File: src/rtl/ppu_timing_m.sv
// ppu_timing_m: LCD timing generator for the PPU.
//
// Generates the dot and line counters and the mode 0/1/2/3 sequence.
// Also provides the LY/LYC coincidence flag, the STAT and VBlank interrupt
// pulses, and a small CPU-visible register file (LCDC, STAT, LY, LYC).
// Line and frame geometry are parameters.
//
// Ports:
//   clk          system clock, one dot per cycle
//   reset        synchronous, active-high
//   reg_addr     register select: 0 LCDC, 1 STAT, 4 LY, 5 LYC (low nibble of
//                FF40/FF41/FF44/FF45); any other value reads 8'hFF
//   reg_write    write strobe
//   reg_d_wr     write data
//   reg_d_rd     read data, combinational from reg_addr
//   draw_done    end-of-draw from the pixel fetcher (variable-draw build only)
//   dot, ly      current dot within the line / current line
//   mode         0 HBlank, 1 VBlank, 2 OAM scan, 3 draw
//   line_start   dot 0 of a visible line
//   frame_start  dot 0 of line 0
//   vblank_irq   dot 0 of the first VBlank line
//   stat_irq     rising edge of the STAT interrupt line
//
// Build option: define PPU_TIMING_VAR_DRAW_EN to let draw_done end mode 3
// early.
//
// mode          | meaning
// MODE_HBLANK   | 0: horizontal blank, or display disabled
// MODE_VBLANK   | 1: lines VISIBLE_LINES..LINES_PER_FRAME-1
// MODE_OAM      | 2: OAM scan, dots 0..OAM_DOTS-1
// MODE_DRAW     | 3: pixel transfer, up to the mode 3 boundary
module ppu_timing_m #(
  parameter int DOTS_PER_LINE   = 456,
  parameter int LINES_PER_FRAME = 154,
  parameter int VISIBLE_LINES   = 144,
  parameter int OAM_DOTS        = 80,
  parameter int DRAW_DOTS       = 172,
  parameter int DOT_W           = $clog2(DOTS_PER_LINE)
) (
  input  logic             clk,
  input  logic             reset,
  input  logic [3:0]       reg_addr,
  input  logic             reg_write,
  input  logic [7:0]       reg_d_wr,
  output logic [7:0]       reg_d_rd,
  input  logic             draw_done,
  output logic [DOT_W-1:0] dot,
  output logic [7:0]       ly,
  output logic [1:0]       mode,
  output logic             line_start,
  output logic             frame_start,
  output logic             vblank_irq,
  output logic             stat_irq
);

  typedef enum logic [1:0] {
    MODE_HBLANK = 2'd0,
    MODE_VBLANK = 2'd1,
    MODE_OAM    = 2'd2,
    MODE_DRAW   = 2'd3
  } mode_e;

  localparam logic [3:0]       ADDR_LCDC = 4'h0;
  localparam logic [3:0]       ADDR_STAT = 4'h1;
  localparam logic [3:0]       ADDR_LY   = 4'h4;
  localparam logic [3:0]       ADDR_LYC  = 4'h5;
  localparam logic [DOT_W-1:0] DOT_LAST  = DOT_W'(DOTS_PER_LINE - 1);
  localparam logic [DOT_W-1:0] OAM_END   = DOT_W'(OAM_DOTS);
  localparam logic [7:0]       LY_LAST   = 8'(LINES_PER_FRAME - 1);
  localparam logic [7:0]       LY_VBLANK = 8'(VISIBLE_LINES);

  logic [7:0]       lcdc_q, lcdc_d;
  logic [3:0]       sten_q, sten_d;   // STAT[6:3]
  logic [7:0]       lyc_q, lyc_d;
  logic [DOT_W-1:0] dot_q, dot_d;
  logic [7:0]       ly_q, ly_d;
  logic             line_q, line_d;
  logic [DOT_W-1:0] m3_end;           // first dot after mode 3 on this line
  logic             en, run, coinc, line;
  mode_e            mode_s;

`ifdef PPU_TIMING_VAR_DRAW_EN
  logic [DOT_W-1:0] mode3_end_q, mode3_end_d;
  assign m3_end = mode3_end_q;
`else
  localparam logic [DOT_W-1:0] DRAW_END = DOT_W'(OAM_DOTS + DRAW_DOTS);
  logic draw_done_unused;
  assign draw_done_unused = draw_done;
  assign m3_end = DRAW_END;
`endif

  assign en = lcdc_q[7];

  always_comb begin
    mode_s = MODE_HBLANK;
    if (en) begin
      if (ly_q >= LY_VBLANK)    mode_s = MODE_VBLANK;
      else if (dot_q < OAM_END) mode_s = MODE_OAM;
      else if (dot_q < m3_end)  mode_s = MODE_DRAW;
      else                      mode_s = MODE_HBLANK;
    end
  end

  assign coinc = (ly_q == lyc_q);
  assign line  = en & ((sten_q[0] & (mode_s == MODE_HBLANK)) |
                       (sten_q[1] & (mode_s == MODE_VBLANK)) |
                       (sten_q[2] & (mode_s == MODE_OAM))    |
                       (sten_q[3] & coinc));

  always_comb begin
    lcdc_d = lcdc_q;
    sten_d = sten_q;
    lyc_d  = lyc_q;
    if (reg_write) begin
      case (reg_addr)
        ADDR_LCDC: lcdc_d = reg_d_wr;
        ADDR_STAT: sten_d = reg_d_wr[6:3];
        ADDR_LYC:  lyc_d  = reg_d_wr;
        default:   ;
      endcase
    end

    // Counters advance only while enabled both before and after this edge.
    // Any disable, and the enable edge itself, lands the counters on 0/0.
    run   = lcdc_q[7] & lcdc_d[7];
    dot_d = '0;
    ly_d  = '0;
    if (run) begin
      if (dot_q == DOT_LAST) begin
        ly_d = (ly_q == LY_LAST) ? 8'd0 : ly_q + 8'd1;
      end else begin
        dot_d = dot_q + DOT_W'(1);
        ly_d  = ly_q;
      end
    end

    line_d = lcdc_d[7] ? line : 1'b0;

`ifdef PPU_TIMING_VAR_DRAW_EN
    // Default boundary DOT_LAST guarantees at least one HBlank dot per line.
    mode3_end_d = mode3_end_q;
    if (!run || dot_q == DOT_LAST)
      mode3_end_d = DOT_LAST;
    else if (mode_s == MODE_DRAW && draw_done)
      mode3_end_d = dot_q + DOT_W'(1);
`endif
  end

  always_ff @(posedge clk) begin
    if (reset) begin
      lcdc_q <= '0;
      sten_q <= '0;
      lyc_q  <= '0;
      dot_q  <= '0;
      ly_q   <= '0;
      line_q <= 1'b0;
`ifdef PPU_TIMING_VAR_DRAW_EN
      mode3_end_q <= DOT_LAST;
`endif
    end else begin
      lcdc_q <= lcdc_d;
      sten_q <= sten_d;
      lyc_q  <= lyc_d;
      dot_q  <= dot_d;
      ly_q   <= ly_d;
      line_q <= line_d;
`ifdef PPU_TIMING_VAR_DRAW_EN
      mode3_end_q <= mode3_end_d;
`endif
    end
  end

  assign dot         = dot_q;
  assign ly          = ly_q;
  assign mode        = mode_s;
  assign line_start  = en & (dot_q == '0) & (ly_q < LY_VBLANK);
  assign frame_start = en & (dot_q == '0) & (ly_q == 8'd0);
  assign vblank_irq  = en & (dot_q == '0) & (ly_q == LY_VBLANK);
  assign stat_irq    = line & ~line_q;

  always_comb begin
    case (reg_addr)
      ADDR_LCDC: reg_d_rd = lcdc_q;
      ADDR_STAT: reg_d_rd = {1'b1, sten_q, coinc, mode_s};
      ADDR_LY:   reg_d_rd = ly_q;
      ADDR_LYC:  reg_d_rd = lyc_q;
      default:   reg_d_rd = 8'hFF;
    endcase
  end

endmodule

File: config.mk
export PLATFORM = sky130hd
export DESIGN_NAME = ppu_timing_m
export DESIGN_NICKNAME = d
export VERILOG_FILES = /design/src/rtl/ppu_timing_m.sv
export SDC_FILE = /design/constraint.sdc
export NUM_CORES = 1
export LEC_CHECK = 0
export BUFFER_PORTS_ARGS = -buffer_cell sky130_fd_sc_hd__buf_2
export CAP_MARGIN = 10
export CORE_MARGIN = 2
export CORE_UTILIZATION = 55
export DETAILED_ROUTE_END_ITERATION = 8
export PLACE_DENSITY = 0.92
export SLEW_MARGIN = 20
export SYNTH_ARGS = -nofsm -noshare
export SYNTH_HDL_FRONTEND = slang
export SYNTH_SLANG_ARGS = --single-unit
File: constraint.sdc
create_clock -name clk -period 2.8 [get_ports clk]
set_input_delay 0.42 -clock clk [delete_from_list [all_inputs] [get_ports clk]]
set_output_delay 0.42 -clock clk [all_outputs]
set_load 0.02 [all_outputs]
==> results.cfg, run 1 <==
[route]
drtPass1Iterations = 4
route.detailed.wl_per_inst_um = 15.52
drt-vias-per-instance = 5.773
detail-route-antenna-nets = 0
final_routed_wirelength_mm = 5.120
vias = 1905
drc_violations = 0
detailedRoute.firstIterationViolations = 158

[clock_network]
clock_tree_buf_depth = 2
cts_max_level = 2
cts_inserted_buffers = 5
worst_skew_pair.late_latency_ns = 0.29
cts-root-buf = clkbuf_8
cts_setup_buffers = 0
tritoncts_clock_tree = built
clk_transition_reported_paths_ns = 0.07
cts_num_sinks = 38

[global_routing]
global_route.usage.total_pct = 25.18
first_global_vias = 1773
wire_length_of_the_first_global_routing_pass_mm = 8.411
globalRoute.totalOverflow = 0
grt_max_degree = 22
grt_antenna_before_repair = 0

[critical_path]
timing.critical_path.buf_inv = 1
startpoint_type = register
worst-path-max-fanout = 11
critical_path.top_delay_family = compound AO/OA/AOI/OAI gates
critical_path.slowest_cell = dfxtp_1
worst_ep_arrival_time_ns = 2.19
crit_chain = o31ai_2 -> nand2_1 -> o32a_1 -> a311oi_1 -> buf_2
setup.worst_path.end_class = output pin
critPathRequiredTime_ns = 2.38
delay_of_the_slowest_cell_on_the_worst_path_ns = 0.46
setup_crit_path_kind = register to output pin

[sta]
final_hold_viol_count = 0
timing.final.crit_share_pct = 93.16
rsz0062_at_grt = false
finalSetupTns_ns = 0
worst_slew_margin_rel_pct = 57.52
timing.final.crit_period_ns = 2.608
timing_worst_slew_pin_value_ns = 0.6348
maxSlewViolCount = 0
skew_ns = 0.001858
final-setup-viol-count = 0
fmaxAchievable_ghz = 0.3834

[cells_and_area]
areaGrowthSynthToFinish_pct = 15.56
diodes = 0
final_net_count = 302
finish.utilization_pct = 66.76
fillCellCount = 314
drive_above_1_share_pct = 23.40

[logic_synthesis]
synth.ff_latch_count = 38
synth_area_leader_cell = dfxtp_1
postSynthCellCount = 243
synth_cell_type_count = 48
yosysWarningCount = 0
synth_top_area_share_pct = 35.70
post_synthesis_sequential_area_ratio_pct = 35.70
number_of_nets_produced_by_synthesis = 264
synth_top_cells_by_area = dfxtp_1 (36%), mux2i_1 (8.0%), nor2_1 (6.5%)
post_synth.cell_area_avg_sq_um = 8.769
mappedNetlistArea_sq_um = 2131
synth-main-ff-cell = dfxtp_1
async_reset_ff_share_pct = 0
synth_edf_count = 0
yosys.cell_count.top_type = dfxtp_1
ys_top_cells_by_count = dfxtp_1 (38), nor2_1 (37), mux2i_1 (17), nand2_1 (14)

[power_and_ir_drop]
cellPowerDensity_nw_per_um2 = 409.4
max-vdd-ir-drop_v = 0.0002796
leakage_nw = 1.028

[flow_run]
max_cap_violations = 0

[floorplanning]
dieArea_sq_um = 4388
coreArea_sq_um = 3689
floorplan.rows = 22
floorplan.initialDensity_pct = 57.77
chipWidth_um = 66.24
design.portCount = 47
die_height_um = 66.24

[min_path]
holdCritPathClass = input port to register

[status]
run_status = finished clean

[place]
buffer_ports.inserted = 45
detailed_place_hpwl_mm = 3.632
routabilityCongestion = 0.8392
## per-stage QoR
stage / total power (W) / instances / setup slack [ns] / hold WS [ns] / cell area (sq um)
2_1_floorplan: 0.0006060 / 243 / 0.3688 / 0.4487 / 2131
3_3_place_gp: 0.0006317 / 322 / 0.4793 / 0.4458 / 2366
3_5_place_dp: 0.0006335 / 322 / 0.3956 / 0.4591 / 2366
4_1_cts: 0.001011 / 330 / 0.06204 / 0.3793 / 2457
5_1_grt: 0.001044 / 330 / 0.06172 / 0.3877 / 2462
6_report: 0.001008 / 330 / 0.1915 / 0.3769 / 2462
## sequential cells by signal, indices dropped and copies added, names as in the netlist
| signal | count |
|---|---|
| lcdc_q | 8 |
| sten_q | 4 |
| ly | 8 |
| line_q | 1 |
| dot | 9 |
| lyc_q | 8 |
## metal layers
metal | GRT usage [%] | vias up | share of wire (%)
met1 | 31.67 | 902 | 43
met5 | 0 | - | 0
met2 | 43.00 | 63 | 49
li1 | - | 927 | -
met3 | 4.089 | 13 | 5.1
met4 | 9.439 | 0 | 2.2
## layout by cell type, fill, tap and decap left out, types with 2 or more instances in the layout
cell type,netlist,routed
a21oi_1,4,4
mux2i_1,17,17
clkbuf_8,0,6
o21ai_0,8,8
nor3_1,6,6
dfxtp_1,38,38
nor4_1,7,7
mux4_2,4,4
xor2_1,12,12
o311ai_0,2,2
inv_1,8,8
buf_4,0,2
nand3_1,12,12
nand4_1,5,5
ha_1,5,5
nand2b_1,5,5
and3_1,2,2
xnor2_1,10,10
nand2_1,14,14
nor2b_1,3,3
buf_2,4,45
nand3b_1,2,2
nor2_1,37,37
or4b_1,2,2
## worst paths after layout
check | endpoint | cells past startpoint | startpoint | slack, ns
setup / recovery | stat_irq | 5 | ly[4] | 0.19
setup reg to reg | ly[2] | 5 | dot[0] | 0.84
hold / removal | lyc_q[0] | 3 | reg_d_wr[0] | 0.38
hold reg to reg | dot[0] | 1 | dot[0] | 0.48
## worst register-to-register path, stage by stage, from the launching register on
cell	delay, ns
dfxtp_1	0.39
ha_1	0.26
nand4_1	0.36
or2_4	0.42
o21bai_2	0.31
nor2_1	0.09
## layout make-up
class                      count  area (sq um)  area share (%)
clock buffer                   7         86.33           3.506
clock inverter                 1         5.005          0.2033
inverter                       8         30.03           1.220
multi-input combinational    181          1280           51.98
sequential                    38         760.7           30.89
tap                           48         60.06           2.439
timing repair buffer          47         240.2           9.756
## power by group
part           total (W)  internal (W)  switching [W]
logic          0.0000741     0.0000277      0.0000464
registers       0.000547      0.000544     0.00000338
clock network   0.000387      0.000199       0.000188
## cell families (layout without fill, tap and decap cells)
logic type | Yosys count | in the layout | share of synthesized area (%)
adder cells (fa/ha/maj) | 5 | 5 | 2.936
flip-flops | 38 | 38 | 35.70
buffers and inverters | 24 | 63 | 4.463
AND/OR/NAND/NOR | 103 | 103 | 24.49
XOR/XNOR | 22 | 22 | 9.043
multiplexers | 23 | 23 | 13.45
AO/OA/AOI/OAI | 28 | 28 | 9.925
## timing repair
action	in CTS	in global routing
setup endpoints to repair	0	1
gates resized for setup	0	1
hold buffers	0	0
Power figures use the tool's default switching activity.
==> run 2, diff against run 1 <==
--- a/config.mk
+++ b/config.mk
@@ -10,7 +10,7 @@
 export CORE_MARGIN = 2
 export CORE_UTILIZATION = 55
 export DETAILED_ROUTE_END_ITERATION = 8
-export PLACE_DENSITY = 0.92
+export PLACE_DENSITY = 0.8
 export SLEW_MARGIN = 20
 export SYNTH_ARGS = -nofsm -noshare
 export SYNTH_HDL_FRONTEND = slang
==> run 2 against run 1 <==
Effect of this change:
- cell count is 1.5% higher
- core utilization is 0.88 points higher
- cell area is 1.3% higher
- combinational power hardly changed
- register-to-register slack better by 0.07 ns
- largest cell class unchanged
- largest power group unchanged
==> results.cfg, run 2 (synthesis gave the netlist of run 1 again) <==
[clock_network]
cts_inserted_buffers = 5
tritoncts_clock_tree = built
cts_resized = 0
clk_transition_reported_paths_ns = 0.07
ctsHoldBuffers = 0
cts_max_level = 2
worst_skew_pair.late_latency_ns = 0.30
cts_num_sinks = 38
cts_setup_buffers = 0
cts-root-buf = clkbuf_8
clock_tree_buf_depth = 2

[route]
drc_violations = 0
detailedRoute.firstIterationViolations = 124
drt-vias-per-instance = 5.528
detail-route-antenna-nets = 0
final_routed_wirelength_mm = 4.918
vias = 1852
route.detailed.wl_per_inst_um = 14.68
drtPass1Iterations = 4

[sta]
maxSlewViolCount = 0
final_hold_viol_count = 0
worst_slew_margin_rel_pct = 58.00
timing_worst_slew_pin_value_ns = 0.6276
timing.final.crit_period_ns = 2.575
worst_hold_slack_ns = 0.3691
fmaxAchievable_ghz = 0.3884
timing.final.crit_share_pct = 91.96
final-setup-viol-count = 0
finalSetupTns_ns = 0
rsz0062_at_grt = false
skew_ns = 0.002467

[floorplanning]
die_height_um = 66.24
dieArea_sq_um = 4388
chipWidth_um = 66.24
floorplan.rows = 22
design.portCount = 47
floorplan.initialDensity_pct = 57.77
coreArea_sq_um = 3689

[critical_path]
setup.worst_path.end_class = output pin
worst_ep_arrival_time_ns = 2.15
setup_crit_path_kind = register to output pin
worst-path-max-fanout = 5
critPathRequiredTime_ns = 2.38
startpoint_type = register

[power_and_ir_drop]
max-vdd-ir-drop_v = 0.0003945
power_w = 0.001017
cellPowerDensity_nw_per_um2 = 407.8
leakage_nw = 1.062

[cells_and_area]
drive_above_1_share_pct = 24.39
areaGrowthSynthToFinish_pct = 17.09
fillCellCount = 326
diodes = 0
multi_input_comb_area_sq_um = 1275
final_cell_mix = buf_2 (45), dfxtp_1 (38), nor2_1 (37)
post-route-cell-area_sq_um = 2495
final_net_count = 307
largest_reg_flops = 9
layout.cells.most_common = buf_2
seq_area_sq_um = 760.7

[global_routing]
wire_length_of_the_first_global_routing_pass_mm = 7.955
grt_max_degree = 22
first_global_vias = 1679
globalRoute.totalOverflow = 0
global_route.usage.total_pct = 24.18
grt_antenna_before_repair = 0

[place]
detailed_place_hpwl_mm = 3.586
buffer_ports.inserted = 45
routabilityCongestion = 0.8563
placement.cell_area_sq_um = 2404

[min_path]
holdCritPathClass = input port to register

[flow_run]
max_cap_violations = 0

[status]
run_status = finished clean
## run 2: cell count changes in the layout (fill, tap and decap cells not counted)
cell / change
buf_4: +5
o31ai_2: -1
o31ai_1: +1
## run 2: metrics by stage
step / utilization (%) / cells / setup slack (ns)
floorplan: - / 243 / 0.3688
global placement: 65.16 / 327 / 0.5277
detailed placement: 65.16 / 327 / 0.5153
CTS: 67.64 / 335 / 0.1758
global route: 67.64 / 335 / 0.01180
finish: 67.64 / 335 / 0.2252
## run 2: worst max-delay path, cell delays in order (launching register included)
cell	delay, ns
dfxtp_1	0.38
o31ai_1	0.48
nand2_1	0.17
o32a_1	0.37
a311oi_1	0.25
buf_2	0.22
## run 2: layout make-up
cell class | instances | area share [%]
multi-input combinational | 181 | 51.10
sequential | 38 | 30.49
timing repair buffer | 52 | 11.13
clock buffer | 7 | 3.460
tap | 48 | 2.407
inverter | 8 | 1.204
clock inverter | 1 | 0.2006
## run 2: worst paths after layout
| kind | cells past startpoint | end | slack, ns | startpoint |
|---|---|---|---|---|
| worst max-delay path | 5 | stat_irq | 0.23 | ly[4] |
| worst min-delay path | 3 | lcdc_q[2] | 0.37 | reg_d_wr[2] |
| worst max register to register | 4 | ly[6] | 0.91 | dot[4] |
| worst min register to register | 1 | dot[0] | 0.47 | dot[0] |
## run 2: layer usage
layer  global-route usage [%]  share of wire [%]  vias up
li1                         -                  -      941
met1                    31.14                 46      851
met2                    38.50                 47       53
met3                    4.940                5.7        7
met4                    11.48                2.0        0
met5                        0                  0        -
## run 2: power breakdown
group	internal, W	leakage (nW)	switching [W]
combinational	0.0000276	0.708	0.0000466
clock	0.000199	0.0482	0.000197
sequential	0.000544	0.306	0.00000327
total	0.000770	1.06	0.000247
==> run 3, diff against run 2 <==
--- a/config.mk
+++ b/config.mk
@@ -11,6 +11,7 @@
 export CORE_UTILIZATION = 55
 export DETAILED_ROUTE_END_ITERATION = 8
 export PLACE_DENSITY = 0.8
+export RECOVER_POWER = 100
 export SLEW_MARGIN = 20
 export SYNTH_ARGS = -nofsm -noshare
 export SYNTH_HDL_FRONTEND = slang
==> run 3 against run 2 <==
Effect of this change:
- sequential share of layout area up 0.88 points
- sequential cell count unchanged
- wire length about the same
- global-route usage unchanged
- total power down 0.27%
- largest cell class unchanged
- hold slack worse by 0.00068 ns
- first-iteration DRC count up 23%
- maximum frequency up 0.45%
- critical path type unchanged
- sequential power about the same
- combinational power down 5.3%
==> results.cfg, run 3 (synthesis gave the netlist of run 1 again) <==
[power_and_ir_drop]
max-vdd-ir-drop_v = 0.0003752
leakage_nw = 0.9495
cellPowerDensity_nw_per_um2 = 418.5

[cells_and_area]
largest_reg_flops = 9
final_net_count = 307
diodes = 0
final_cell_mix = nor2_1 (38), dfxtp_1 (38), clkbuf_1 (31)
fillCellCount = 348
multi_input_comb_area_sq_um = 1250
seq_area_sq_um = 760.7
drive_above_1_share_pct = 13.24
areaGrowthSynthToFinish_pct = 13.80

[critical_path]
critical_path.top_delay_family = compound AO/OA/AOI/OAI gates
r2r-start = dot[4]
delay_of_the_slowest_cell_on_the_worst_path_ns = 0.47
crit_chain = o31ai_1 -> nand2_1 -> o32a_1 -> a311oi_1 -> buf_2
timing.critical_path.buf_inv = 1
critical_path.slowest_cell = o31ai_1
startpoint_type = register
worst_ep_arrival_time_ns = 2.14
critPathRequiredTime_ns = 2.38
critical_path.startpoint = ly[4]
worst-path-max-fanout = 5
setup.worst_path.end_class = output pin
setup_crit_path_kind = register to output pin

[floorplanning]
dieArea_sq_um = 4388
floorplan.initialDensity_pct = 57.77
floorplan.rows = 22
coreArea_sq_um = 3689
die_height_um = 66.24
chipWidth_um = 66.24
design.portCount = 47

[global_routing]
grt_antenna_before_repair = 0
first_global_vias = 1679
globalRoute.totalOverflow = 0
global_route.usage.total_pct = 24.18
wire_length_of_the_first_global_routing_pass_mm = 7.955
grt_max_degree = 22

[sta]
timing.final.crit_period_ns = 2.563
fmaxAchievable_ghz = 0.3901
worst_hold_slack_ns = 0.3684
final-setup-viol-count = 0
timing_worst_slew_pin_value_ns = 1.050
worst_slew_margin_rel_pct = 29.14
maxSlewViolCount = 0
rsz0062_at_grt = false
finalSetupTns_ns = 0
skew_ns = 0.001835
timing.final.crit_share_pct = 91.54
final_hold_viol_count = 0

[min_path]
min_from = reg_d_wr[2]
holdCritPathClass = input port to register

[clock_network]
ctsHoldBuffers = 0
cts_max_level = 2
cts-root-buf = clkbuf_8
cts_setup_buffers = 0
clk_transition_reported_paths_ns = 0.07
clock_tree_buf_depth = 2
cts_resized = 0
cts_num_sinks = 38
worst_skew_pair.late_latency_ns = 0.30
tritoncts_clock_tree = built
cts_inserted_buffers = 5

[route]
drc_violations = 0
detailedRoute.firstIterationViolations = 152
detail-route-antenna-nets = 0
vias = 1854
final_routed_wirelength_mm = 4.914
drt-vias-per-instance = 5.534
drtPass1Iterations = 4
route.detailed.wl_per_inst_um = 14.67

[place]
detailed_place_hpwl_mm = 3.586
routabilityCongestion = 0.8563
buffer_ports.inserted = 45

[flow_run]
max_cap_violations = 0

[status]
run_status = finished clean
==> run 3: cell types whose count changed in the layout (fill, tap and decap cells not counted), sizes merged <==
cell    previous run  this run
buf               52        22
clkbuf             7        37
==> run 3: routing by layer <==
| layer | GRT usage (%) | vias to the layer above | routed length [um] |
|---|---|---|---|
| met4 | 11.48 | 0 | 100 |
| li1 | - | 940 | - |
| met5 | 0 | - | 0 |
| met2 | 38.50 | 50 | 2331 |
| met3 | 4.940 | 7 | 231 |
| met1 | 31.14 | 857 | 2250 |
==> run 3: tightest hold or removal path: stages <==
cell and delay (ns):
buf_2 0.10, nand2_1 0.05, a21oi_1 0.05
==> run 3: metrics by stage <==
| stage | util [%] | cell area (sq um) | power [W] | setup WS (ns) | cells |
|---|---|---|---|---|---|
| global placement | 65.16 | 2404 | 0.0006322 | 0.5277 | 327 |
| floorplan | - | 2131 | 0.0006060 | 0.3688 | 243 |
| CTS | 67.64 | 2495 | 0.001024 | 0.1758 | 335 |
| detailed placement | 65.16 | 2404 | 0.0006335 | 0.5153 | 327 |
| global route | 65.74 | 2425 | 0.001050 | 0.01251 | 335 |
| finish | 65.74 | 2425 | 0.001015 | 0.2367 | 335 |
==> run 3: worst paths after layout <==
kind | end | slack (ns) | cells past startpoint
hold reg to reg | dot[0] | 0.47 | 1
hold / removal | lcdc_q[2] | 0.37 | 3
setup reg to reg | ly[6] | 0.90 | 4
setup / recovery | stat_irq | 0.24 | 5
==> run 3: cell type report <==
class                      count  share of cell area [%]
multi-input combinational    181                   51.55
sequential                    38                   31.37
timing repair buffer          52                   9.597
clock buffer                   7                   3.560
tap                           48                   2.477
inverter                       8                   1.238
clock inverter                 1                  0.2064
==> run 3: report_power, final <==
part / leakage, nW / internal (W) / switching (W)
sequential: 0.306 / 0.000544 / 0.00000317
combinational: 0.595 / 0.0000254 / 0.0000449
clock: 0.0482 / 0.000199 / 0.000199
